`src/rtl/shadow_stack_ctrl.sv`:
```
// Shadow return-address stack: pushes call return addresses, pops them on
// returns and compares against the resolved return target. A mismatch parks
// the controller in a sticky CRASH state until software clears it.
module shadow_stack_ctrl #(
  parameter int DEPTH = 16,
  parameter int VLEN  = 32
) (
  input  logic                     clk_i,
  input  logic                     rst_i,
  input  logic                     call_valid_i,
  input  logic [VLEN-1:0]          call_addr_i,
  input  logic                     ret_valid_i,
  input  logic [VLEN-1:0]          ret_target_i,
  output logic                     ready_o,
  output logic                     chk_valid_o,
  output logic                     chk_mismatch_o,
  output logic                     crash_o,
  input  logic                     clear_i,
  output logic [$clog2(DEPTH):0]   depth_o,
  output logic [7:0]               ovf_cnt_o,
  output logic [7:0]               unf_cnt_o
);

  localparam int PW = $clog2(DEPTH);
  localparam int CW = PW + 1;

  typedef enum logic [1:0] {IDLE, CMP, CRASH} state_t;

  state_t          state, state_nxt;
  logic [VLEN-1:0] mem [DEPTH];
  logic [PW-1:0]   top_ptr;   // next free slot; wraps circularly
  logic [PW-1:0]   top_idx;   // slot holding the current top entry
  logic [CW-1:0]   depth_q;
  logic [VLEN-1:0] exp_q;
  logic [VLEN-1:0] tgt_q;
  logic [7:0]      ovf_q;
  logic [7:0]      unf_q;

  logic call_acc, ret_acc, pop_ok, full, mismatch;

  assign call_acc = call_valid_i && (state == IDLE);
  assign ret_acc  = ret_valid_i  && (state == IDLE);
  assign pop_ok   = ret_acc && (depth_q != '0);
  assign full     = (depth_q == CW'(DEPTH));
  assign top_idx  = top_ptr - PW'(1);
  // Target bit 0 is cleared when latched, so the compare ignores it.
  assign mismatch = (tgt_q != exp_q);

  // State register
  always_ff @(posedge clk_i) begin
    if (rst_i) state <= IDLE;
    else       state <= state_nxt;
  end

  // Next-state logic
  always_comb begin
    state_nxt = state;
    case (state)
      IDLE:    if (pop_ok) state_nxt = CMP;
      CMP:     state_nxt = mismatch ? CRASH : IDLE;
      CRASH:   if (clear_i) state_nxt = IDLE;
      default: state_nxt = IDLE;
    endcase
  end

  // Outputs decoded from state
  always_comb begin
    ready_o        = 1'b0;
    chk_valid_o    = 1'b0;
    chk_mismatch_o = 1'b0;
    crash_o        = 1'b0;
    case (state)
      IDLE:    ready_o = 1'b1;
      CMP: begin
        chk_valid_o    = 1'b1;
        chk_mismatch_o = mismatch;
      end
      CRASH:   crash_o = 1'b1;
      default: ;
    endcase
  end

  // Stack pointer, occupancy and saturating event counters
  always_ff @(posedge clk_i) begin
    if (rst_i) begin
      top_ptr <= '0;
      depth_q <= '0;
      ovf_q   <= '0;
      unf_q   <= '0;
    end else if ((state == CRASH) && clear_i) begin
      top_ptr <= '0;
      depth_q <= '0;
    end else begin
      if (ret_acc && (depth_q == '0) && (unf_q != 8'hFF))
        unf_q <= unf_q + 8'd1;
      // Call+pop in one cycle replaces the top in place: pointer and depth hold.
      case ({call_acc, pop_ok})
        2'b10: begin
          top_ptr <= top_ptr + PW'(1);
          if (full) begin
            if (ovf_q != 8'hFF) ovf_q <= ovf_q + 8'd1;
          end else begin
            depth_q <= depth_q + CW'(1);
          end
        end
        2'b01: begin
          top_ptr <= top_idx;
          depth_q <= depth_q - CW'(1);
        end
        default: ;
      endcase
    end
  end

  // Pop capture: expected address and resolved target for the CMP cycle
  always_ff @(posedge clk_i) begin
    if (pop_ok) begin
      exp_q <= mem[top_idx];
      tgt_q <= ret_target_i & ~VLEN'(1);
    end
  end

  // Entry storage; a call alongside a pop overwrites the popped slot
  always_ff @(posedge clk_i) begin
    if (!rst_i && call_acc) begin
      if (pop_ok) mem[top_idx] <= call_addr_i;
      else        mem[top_ptr] <= call_addr_i;
    end
  end

  assign depth_o   = depth_q;
  assign ovf_cnt_o = ovf_q;
  assign unf_cnt_o = unf_q;

endmodule

```
`config.mk`:
```
export PLATFORM = sky130hd
export DESIGN_NAME = shadow_stack_ctrl
export DESIGN_NICKNAME = d
export VERILOG_FILES = /design/src/rtl/shadow_stack_ctrl.sv
export SDC_FILE = /design/constraint.sdc
export NUM_CORES = 1
export LEC_CHECK = 0
export CORE_MARGIN = 3
export CORE_UTILIZATION = 56
export DETAILED_ROUTE_END_ITERATION = 8
export PLACE_DENSITY_LB_ADDON = 0.12
export SETUP_SLACK_MARGIN = 0.2
export SYNTH_ARGS = -nofsm -noshare
export SYNTH_HDL_FRONTEND = slang
export SYNTH_SLANG_ARGS = --single-unit
```
`constraint.sdc`:
```
create_clock -name clk_i -period 6 [get_ports clk_i]
set_clock_uncertainty 0.2 [all_clocks]
set_input_delay 0.6 -clock clk_i [delete_from_list [all_inputs] [get_ports clk_i]]
set_output_delay 0.6 -clock clk_i [all_outputs]
set_load 0.05 [all_outputs]
```
==> impl_results.md, run 1 <==
* Outcome: complete, no violations
* Die Wd at around 210 um
* Peak supply drop at approximately 0.3 mV
* Core Area at 40300 um2
* Min cycle time layout at 4.37 ns
* Final period utilization at 72.8%
* Clk pin slew, worst setup/hold paths at ~0.060 ns
* CP bufs+invs at 1
* Postcts setup bufs at 0
* Largest cells by area after synthesis: edfxtp_1 (75%), mux4_2 (16%), dfxtp_1 (2.3%), xor2_1 (1.5%), nor2_1 (0.71%)
* CTS H-tree depth at 2
* Crit Path Max Fanout at 2
* Total CTS buffers at 58
* Final #Nets at around 1.3k
* Final hold viol count at 0
* Post-Route WL at between 40000 and 50000 um
* Drt drc at 0
* Number of vias per cell at a little over 6
* Final Slew Violations at 0
* Routed Antenna Nets at 0
* Core Util, Final at between 60% and 70%
* Clock root buffer: clkbuf_16
* Global Route Usage Sum at 21.8%
* Post-synth top area share at 74.6%
* Post-CTS sizing at 0
* IO buf count at 92
* Maxcap violations at 0
* Clock Latency Late Sink at 0.60 ns
* Post-synth ARST share at 0%
* R2R cell count at 6
* Least-Margin Pin Slew at between 1 and 1.5 ns
* Synth Flop Type: edfxtp_1
* Slowest CP cell: nor4_1
* Crit. Startpoint: exp_q[14]
* CP Launch Type: register
* Mapped Cells at approximately 1.0k
* Combinational share of power at 27.4%
* Inserted Diodes at 0
* WHS at 0.292 ns
* Synthesized net count at 1121
* Sequential share of power at 44.7%
* Number of warning messages in the yosys log at 0
* Cell taking the most area after synthesis: edfxtp_1
* Dpl ws at 1.61 ns
* Largest net degree at the start of global routing at 86
* Mapped Area at 23100 um2
* # rows at 73
* Net Sw Frac at between 20 and 30%
* Clock sink count at 602
* RSZ-0062 raised after global routing: false
* Placer Congestion at 0.770
* Area grow syn2layout at 15.2%
* Max Fclk at 229 MHz
* Post-CTS Hold Buffers at 0
* Hold/Removal Path Class: register to register
* Drt first pass iters at 5
* WL/cell at between 20 and 30 um
* Die height at 209 um
* 1st-iter DRT viols at 1148
* Final setup margin at 1.63 ns
* Syn Area/Cell at 22.2 um2
* Worst Path Required at 5.20 ns
* Worst path arrival time at 3.57 ns
* Total number of vias at 10.6k
* Multi-input logic area at 5270 um2
* Sequential share of the synthesized area at approximately 77%
* Clock buffer depth at 3
* P_sw at 3460 uW
* First-pass GRT wire length at 70600 um
* CP endpoint kind: output pin
* Crit path kind: register to output pin
* Critical Path Stages at 6
* Io pins at 94
* R2r startpoint: depth_o[2]
* Post-synth EDFFs at 575
* Reg2reg setup slack at around 2.1 ns
* Cell Int Power at around 8600 uW
* Slew headroom at 18.0%
* Layout cells sized above 1 at a little under a quarter
* Setup crit end: chk_mismatch_o
* Clock power share at ~28%
* Worst-path cell chain: xor2_1, nor4_1, nand4_1, nor2_1, nor2b_1, clkdlybuf4s50_1
* Cell family with most CP delay: simple AND/OR/NAND/NOR gates
* Synthesis-stage register bit count at between 600 and 700
* Yosys cell types at 49
* GRT overflow at 0
* Register area at 17800 um2
* # fillers at 2589
* Vias in the first global route at 11.1k
* CTS tree: done
* Initial antenna violation count at 0
* Final Setup Violations at 0
* Starting density of the core at between 50 and 60%
* Leak at 0.00828 uW
* Die ar. at 43800 um2
* R2r endpoint: mem[11][7]
* Crit-path max cell delay at 0.89 ns
* PwrDens at 452 nW/um2
* Final HPWL DP at 25200 um
* Final TNS setup at 0 ns
-- state kept, by name (all words and copies together) (netlist names) --
name,cells
depth_o,5
exp_q,32
mem,512
ovf_cnt_o,8
state,2
tgt_q,31
top_ptr,4
unf_cnt_o,8
-- worst register-to-register path, cell delays in order, from the launching register on --
cell and delay [ns]:
dfxtp_1 0.36, or4_1 0.65, o21ai_1 0.42, a2111oi_0 0.21
nor3_1 1.01, nor2b_4 0.37, buf_4 0.39
-- worst min-delay path by stage --
| stage | slack (ns) | start | endpoint | cells after the start |
|---|---|---|---|---|
| 5_1_grt | 0.32 | ret_target_i[31] | tgt_q[31] | 1 |
| 2_1_floorplan | 0.35 | top_ptr[1] | top_ptr[1] | 2 |
| 6_report | 0.29 | unf_cnt_o[1] | unf_cnt_o[1] | 2 |
| 3_5_place_dp | 0.29 | unf_cnt_o[1] | unf_cnt_o[1] | 2 |
| 3_3_place_gp | 0.28 | unf_cnt_o[1] | unf_cnt_o[1] | 2 |
| 4_1_cts | 0.30 | unf_cnt_o[1] | unf_cnt_o[1] | 2 |
-- routing by layer --
layer | vias to the layer above | part of all wire [%] | global-route usage, %
met3 | 58 | 6.7 | 4.57
met1 | 5609 | 42 | 31.5
met2 | 346 | 50 | 35.3
met5 | - | 0 | 0
met4 | 0 | 1.7 | 4.46
li1 | 4636 | - | -
-- synth_stat cells, types with 2 or more instances --
library cell	n
buf_2	6
a2111oi_0	2
xor2_1	40
nor2b_1	8
mux4_2	160
o21ai_1	2
nand2b_1	3
nand4_1	9
buf_6	3
nor2_1	44
edfxtp_1	575
and2_1	3
clkbuf_1	25
ha_1	9
nand3_1	7
buf_1	10
o21ai_0	11
nor3_1	8
and3_1	5
nor4_1	13
mux2i_1	3
or3_1	4
nand2_1	11
a211o_1	3
xnor2_1	11
a211oi_1	2
a21oi_1	12
inv_1	7
dfxtp_1	27
-- cell families after synthesis --
group | count (synthesis) | share of synthesized area [%]
compound gates | 42 | 1.17
flops | 602 | 76.9
simple gates | 124 | 2.79
fa+ha+maj | 9 | 0.487
buf+inv | 52 | 0.989
mux | 163 | 15.7
xor+xnor | 51 | 1.93
-- layout by cell type, fill, tap and decap left out, drive strengths merged, types with 2 or more instances in the layout --
master and n:
mux2i 3, clkbuf 75, a211oi 2, nor4 13
or3 4, nor3 9, a211o 3, clkinvlp 2
edfxtp 575, buf 29, xor2 40, a21oi 12
mux4 160, clkdlybuf4s50 92, nand3 7, nor2b 8
bufinv 2, o21ai 13, xnor2 11, a2111oi 2
ha 9, nor2 44, and3 5, dfxtp 27
and2 3, nand4 9, clkinv 23, nand2b 3
inv 8, nand2 12
-- power by group through the flow --
| stage | registers, uW | clock network (uW) | logic [uW] |
|---|---|---|---|
| global placement | 5470 | 0 | 3350 |
| detailed placement | 5490 | 0 | 3380 |
| finish | 5400 | 3360 | 3310 |
| CTS | 5400 | 3440 | 3380 |
| floorplan | 5470 | 0 | 2350 |
| global route | 5440 | 3600 | 3550 |
-- cell type report --
class	instances	area share, %
multi-input cells	389	19.8
clock buffers	75	5.76
repair buffers	121	4.41
well taps	525	2.46
flip-flops and latches	602	66.8
inverters	7	0.103
clock inverters	28	0.741
-- stage by stage --
step / area [um2] / std cells / total power [uW]
global placement: 24900 / 1644 / 8820
detailed placement: 24900 / 1644 / 8870
CTS: 26700 / 1747 / 12200
global route: 26700 / 1747 / 12600
finish: 26700 / 1747 / 12100
floorplan: 23100 / 1043 / 7820
No activity file was read; power rests on OpenSTA's default activity.
==> run 2, diff against run 1 <==
--- a/config.mk
+++ b/config.mk
@@ -6,7 +6,7 @@
 export NUM_CORES = 1
 export LEC_CHECK = 0
 export CORE_MARGIN = 3
-export CORE_UTILIZATION = 56
+export CORE_UTILIZATION = 54
 export DETAILED_ROUTE_END_ITERATION = 8
 export PLACE_DENSITY_LB_ADDON = 0.12
 export SETUP_SLACK_MARGIN = 0.2
==> constraint.sdc (replaced) <==
create_clock -name clk_i -period 3.7 [get_ports clk_i]
set_clock_uncertainty 0.2 [all_clocks]
set_input_delay 0.37 -clock clk_i [delete_from_list [all_inputs] [get_ports clk_i]]
set_output_delay 0.37 -clock clk_i [all_outputs]
set_load 0.05 [all_outputs]
==> run 2 against run 1 <==
Worst hold slack worse by 0.18 ns. Utilization fell by 1.8 points. Die area rose by 3.6%. Register-to-register slack worse by 1.6 ns.
==> impl_results.md, run 2 (synthesis gave the netlist of run 1 again) <==
* R2r endpoint: depth_o[4]
* Peak supply drop at roughly 0.49 mV
* Min cycle time layout at 3.31 ns
* Crit Path Max Fanout at 2
* Core Area at approximately 42000 um2
* Biggest regs: mem x512, exp_q x32, tgt_q x31
* Io pins at 94
* PwrDens at 737 nW/um2
* Leak at 0.00846 uW
* Placer Congestion at between 0.7 and 0.8
* Slew headroom at 36.7%
* Crit. Startpoint: exp_q[2]
* 1st-iter DRT viols at 1147
* R2r startpoint: depth_o[2]
* Least-Margin Pin Slew at 0.923 ns
* Worst Path Required at 3.13 ns
* Hold/Removal Path Class: input pin to register
* Final Setup Violations at 0
* Max Fclk at between 300 and 400 MHz
* Maxcap violations at 0
* Starting density of the core at 54.9%
* WL/cell at 26.5 um
* CTS H-tree depth at 2
* Total CTS buffers at between 50 and 60
* Total number of vias at roughly 11k
* Most frequent cells in the layout: edfxtp_1 (575), mux4_2 (160), clkdlybuf4s50_1 (91)
* Routed Antenna Nets at 0
* Core Util, Final at about 64%
* Vias in the first global route at 11.1k
* Inserted Diodes at 0
* Setup crit end: chk_mismatch_o
* Number of vias per cell at 6.05
* Global Route Usage Sum at 21.7%
* Biggest register: mem
* Final period utilization at between 80% and 90%
* Final TNS setup at 0 ns
* Initial antenna violation count at 2
* Drt drc at 0
* Reg2reg setup slack at between 0.4 and 0.5 ns
* Layout cells sized above 1 at 25.7%
* Clock sink count at 602
* Post-Route WL at approximately 47000 um
* Die ar. at 45400 um2
* Crit path kind: register to output pin
* CTS tree: done
* R2R cell count at 11
* Final HPWL DP at 27100 um
* IO buf count at 92
* Outcome: complete, no violations
* Area grow syn2layout at 17.3%
* Clk pin slew, worst setup/hold paths at 0.06 ns
* GRT overflow at 0
* Drt first pass iters at 5
* Non-filler cells, final at 1787
* # rows at 75
* Largest net degree at the start of global routing at 84
* Final setup margin at 0.387 ns
* Post-Place Cells at 1680
* Final hold viol count at 0
* Clock root buffer: clkbuf_16
* Dpl ws at 0.192 ns
* Commonest non-fill, non-tap cell in the layout: edfxtp_1
* Die height at 213 um
* Final #Nets at 1280
* Clock buffer depth at 3
* First-pass GRT wire length at 71400 um
* RSZ-0062 raised after global routing: false
* Die Wd at around 210 um
* CP Launch Type: register
* Max reg flops at 512
* Clock Latency Late Sink at 0.61 ns
* CP endpoint kind: output pin
* Final Slew Violations at 0
* Worst path arrival time at 2.74 ns
==> run 2: stage by stage <==
| stage | power [uW] | hold slack [ns] | cell area [um2] |
|---|---|---|---|
| final | 20000 | 0.115 | 27200 |
| after detailed placement | 14700 | 0.289 | 25400 |
| after floorplan | 12800 | 0.269 | 23300 |
| after CTS | 20300 | 0.0752 | 27200 |
| after global routing | 20900 | 0.0837 | 27200 |
| after global placement | 14600 | 0.280 | 25400 |
==> run 2: worst max-delay path, stage by stage, from the launching register on <==
cell           delay, ns
edfxtp_1            0.49
xor2_1              0.21
nor4_1              0.31
buf_4               0.21
nand4_1             0.13
nor2_1              0.27
nor2b_1             0.09
dlygate4sd2_1       0.43
==> run 2: area by class of cell <==
type	instances	area, um2
flip-flops and latches	602	17800
fillers	2764	15000
multi-input cells	389	5290
repair buffers	144	1560
clock buffers	70	1520
well taps	539	674
clock inverters	36	269
inverters	7	30.0
==> run 2: worst min-delay path by stage <==
stage / from / end / slack (ns) / depth (start not counted)
after global placement: depth_o[3] / depth_o[3] / 0.28 / 2
after global routing: ret_target_i[16] / tgt_q[16] / 0.08 / 1
after detailed placement: depth_o[3] / depth_o[3] / 0.29 / 2
after CTS: ret_target_i[25] / tgt_q[25] / 0.08 / 1
final: ret_target_i[23] / tgt_q[23] / 0.11 / 1
after floorplan: call_addr_i[0] / mem[0][0] / 0.27 / 0
==> run 2: metal layers <==
layer	vias to the layer above	GRT usage, %	share of wire [%]
met5	-	0	0.027
met4	2	6.01	2.0
met3	63	3.92	6.3
met2	339	34.0	48
met1	5700	32.3	43
li1	4705	-	-
==> run 2: what timing repair did <==
item	CTS	global route
pin swaps	0	1
resized for setup	1	0
hold buffers	0	0
setup endpoints to repair	1	1
setup buffers	0	1
endpoints found under the hold margin	0	0
==> run 2: power by group <==
part	switching [uW]	leakage (uW)	internal, uW	total [uW]
Combinational	3070	0.00219	2620	5700
Sequential	316	0.00541	8450	8760
Clock	2430	0.000863	3120	5560
==> run 3, diff against run 2 <==
--- a/config.mk
+++ b/config.mk
@@ -8,6 +8,7 @@
 export CORE_MARGIN = 3
 export CORE_UTILIZATION = 54
 export DETAILED_ROUTE_END_ITERATION = 8
+export GPL_TIMING_DRIVEN = 0
 export PLACE_DENSITY_LB_ADDON = 0.12
 export SETUP_SLACK_MARGIN = 0.2
 export SYNTH_ARGS = -nofsm -noshare
==> run 3 against run 2 <==
Count of clock-buffer cells in the layout is 7 higher. Final area is 2.7% higher. Maximum frequency is 2.8% lower. Via count is 7.0% higher. Total power is 3.9% higher. Worst hold slack worse by 0.015 ns. Largest cell class unchanged.
==> impl_results.md, run 3 (synthesis gave the netlist of run 1 again) <==
* Outcome: complete, no violations
* Max Fclk at a little under 300 MHz
* Total number of vias at 11.6k
* Number of vias per cell at 6.25
* WL/cell at 29.5 um
* Die Wd at 213 um
* Max reg flops at 512
* Final Slew Violations at 0
* Global Route Usage Sum at 24.8%
* Largest net degree at the start of global routing at 34
* PwrDens at 746 nW/um2
* Clk pin slew, worst setup/hold paths at 0.06 ns
* Clock root buffer: clkbuf_16
* # fillers at 2712
* Die ar. at between 40000 and 50000 um2
* Starting density of the core at between 50% and 60%
* CP Launch Type: register
* Total CTS buffers at 59
* Final HPWL DP at 29100 um
* Non-filler cells, final at 1851
* Final hold viol count at 0
* Clock sink count at 602
* Crit path kind: register to register
* GRT overflow at 0
* IO buf count at 92
* Combinational share of power at a little under a third
* Sequential share of power at 42.0%
* Post-Place Cells at 1683
* Worst path arrival time at 3.53 ns
* Final period utilization at roughly 92%
* Hold/Removal Path Class: input pin to register
* Least-Margin Pin Slew at 1.16 ns
* Core Area at around 42000 um2
* Die height at 213 um
* Initial antenna violation count at 0
* P_sw at 6370 uW
* Biggest regs: mem x512, exp_q x32, tgt_q x31
* Vias in the first global route at 11.7k
* Final Setup Violations at 0
* Most frequent cells in the layout: edfxtp_1 (575), mux4_2 (160), clkdlybuf4s50_1 (91)
* Inserted Diodes at 0
* Biggest register: mem
* Routed Antenna Nets at 0
* Final #Nets at 1345
* Commonest non-fill, non-tap cell in the layout: edfxtp_1
* First-pass GRT wire length at 79000 um
* CP endpoint kind: register
* Clock Latency Late Sink at 0.61 ns
* Min cycle time layout at 3.41 ns
* Drt drc at 0
* Maxcap violations at 0
* Io pins at 94
* Crit Path Max Fanout at 10
* RSZ-0062 raised after global routing: false
* Crit. Startpoint: top_ptr[0]
* Slew headroom at a little under a quarter
* Clock buffer depth at 3
* Clock power share at 26.8%
* 1st-iter DRT viols at 1509
* Post-CTS Hold Buffers at 0
* Drt first pass iters at 5
* Cell Int Power at 14400 uW
* Leak at between 0.008 and 0.009 uW
* Hold Startpoint: ret_target_i[25]
* Worst Path Required at 3.82 ns
* CTS tree: done
* Layout cells sized above 1 at 28.5%
* Area grow syn2layout at 20.5%
* CTS H-tree depth at 2
* # rows at 75
* Post-Route WL at 54500 um
* Net Sw Frac at 30.6%
* R2r startpoint: top_ptr[0]
* Peak supply drop at ~0.46 mV
* Core Util, Final at approximately 66%
* Placer Congestion at roughly 0.8
==> run 3: repair_timing <==
action,CTS,global route
buffers inserted,49,3
pin swaps,20,2
endpoints found under the setup margin,549,429
gates resized for setup,41,23
cloned,9,1
==> run 3: worst max-delay path: stages (launching register included) <==
cell       delay, ns
dfxtp_2         0.37
buf_6           0.10
buf_4           0.16
inv_1           0.11
ha_1            0.35
buf_6           0.17
clkbuf_8        0.19
buf_8           0.17
or3_4           0.39
a21oi_4         0.17
buf_6           0.15
nor2b_4         0.32
clkbuf_16       0.25
==> run 3: final timing paths <==
path / to / slack (ns) / depth (start not counted)
setup reg to reg: mem[3][19] / 0.29 / 12
hold reg to reg: depth_o[3] / 0.30 / 2
hold / removal: tgt_q[25] / 0.1 / 1
setup / recovery: mem[3][19] / 0.29 / 12
==> run 3: final cells by class <==
cell class | instances | area, um2 | share of cell area, %
plain buffers | 45 | 283 | 1.01
flip-flops and latches | 602 | 17800 | 63.9
multi-input cells | 398 | 5480 | 19.7
inverters | 7 | 30.0 | 0.108
clock inverters | 29 | 225 | 0.808
well taps | 539 | 674 | 2.42
clock buffers | 77 | 1540 | 5.54
repair buffers | 154 | 1820 | 6.54
==> run 3: metrics by stage <==
stage | instance area (um2) | hold slack (ns) | power (uW) | worst slack (ns) | setup TNS, ns
floorplan | 23300 | 0.269 | 12800 | -0.696 | -3.29
global placement | 24900 | 0.282 | 14800 | -2.19 | -907.85
detailed placement | 25100 | 0.291 | 14900 | -1.69 | -812.76
CTS | 27800 | 0.0610 | 20800 | 0.211 | 0
global route | 27900 | 0.0772 | 21700 | 0.203 | 0
finish | 27900 | 0.0993 | 20800 | 0.291 | 0
==> run 3: per-layer routing <==
layer  up-vias  part of all wire (%)  GRT usage (%)
met5         -                     0              0
met1      6071                    41           36.5
li1       4826                     -              -
met4         0                   3.1           7.71
met2       572                    47           38.0
met3        94                   9.7           5.58
==> run 3: power by group through the flow <==
stage               Combinational (uW)  Sequential, uW  Clock [uW]
floorplan                         3970            8870           0
global placement                  5870            8900           0
detailed placement                6020            8880           0
CTS                               6440            8740        5660
global route                      6920            8780        5970
finish                            6500            8730        5570
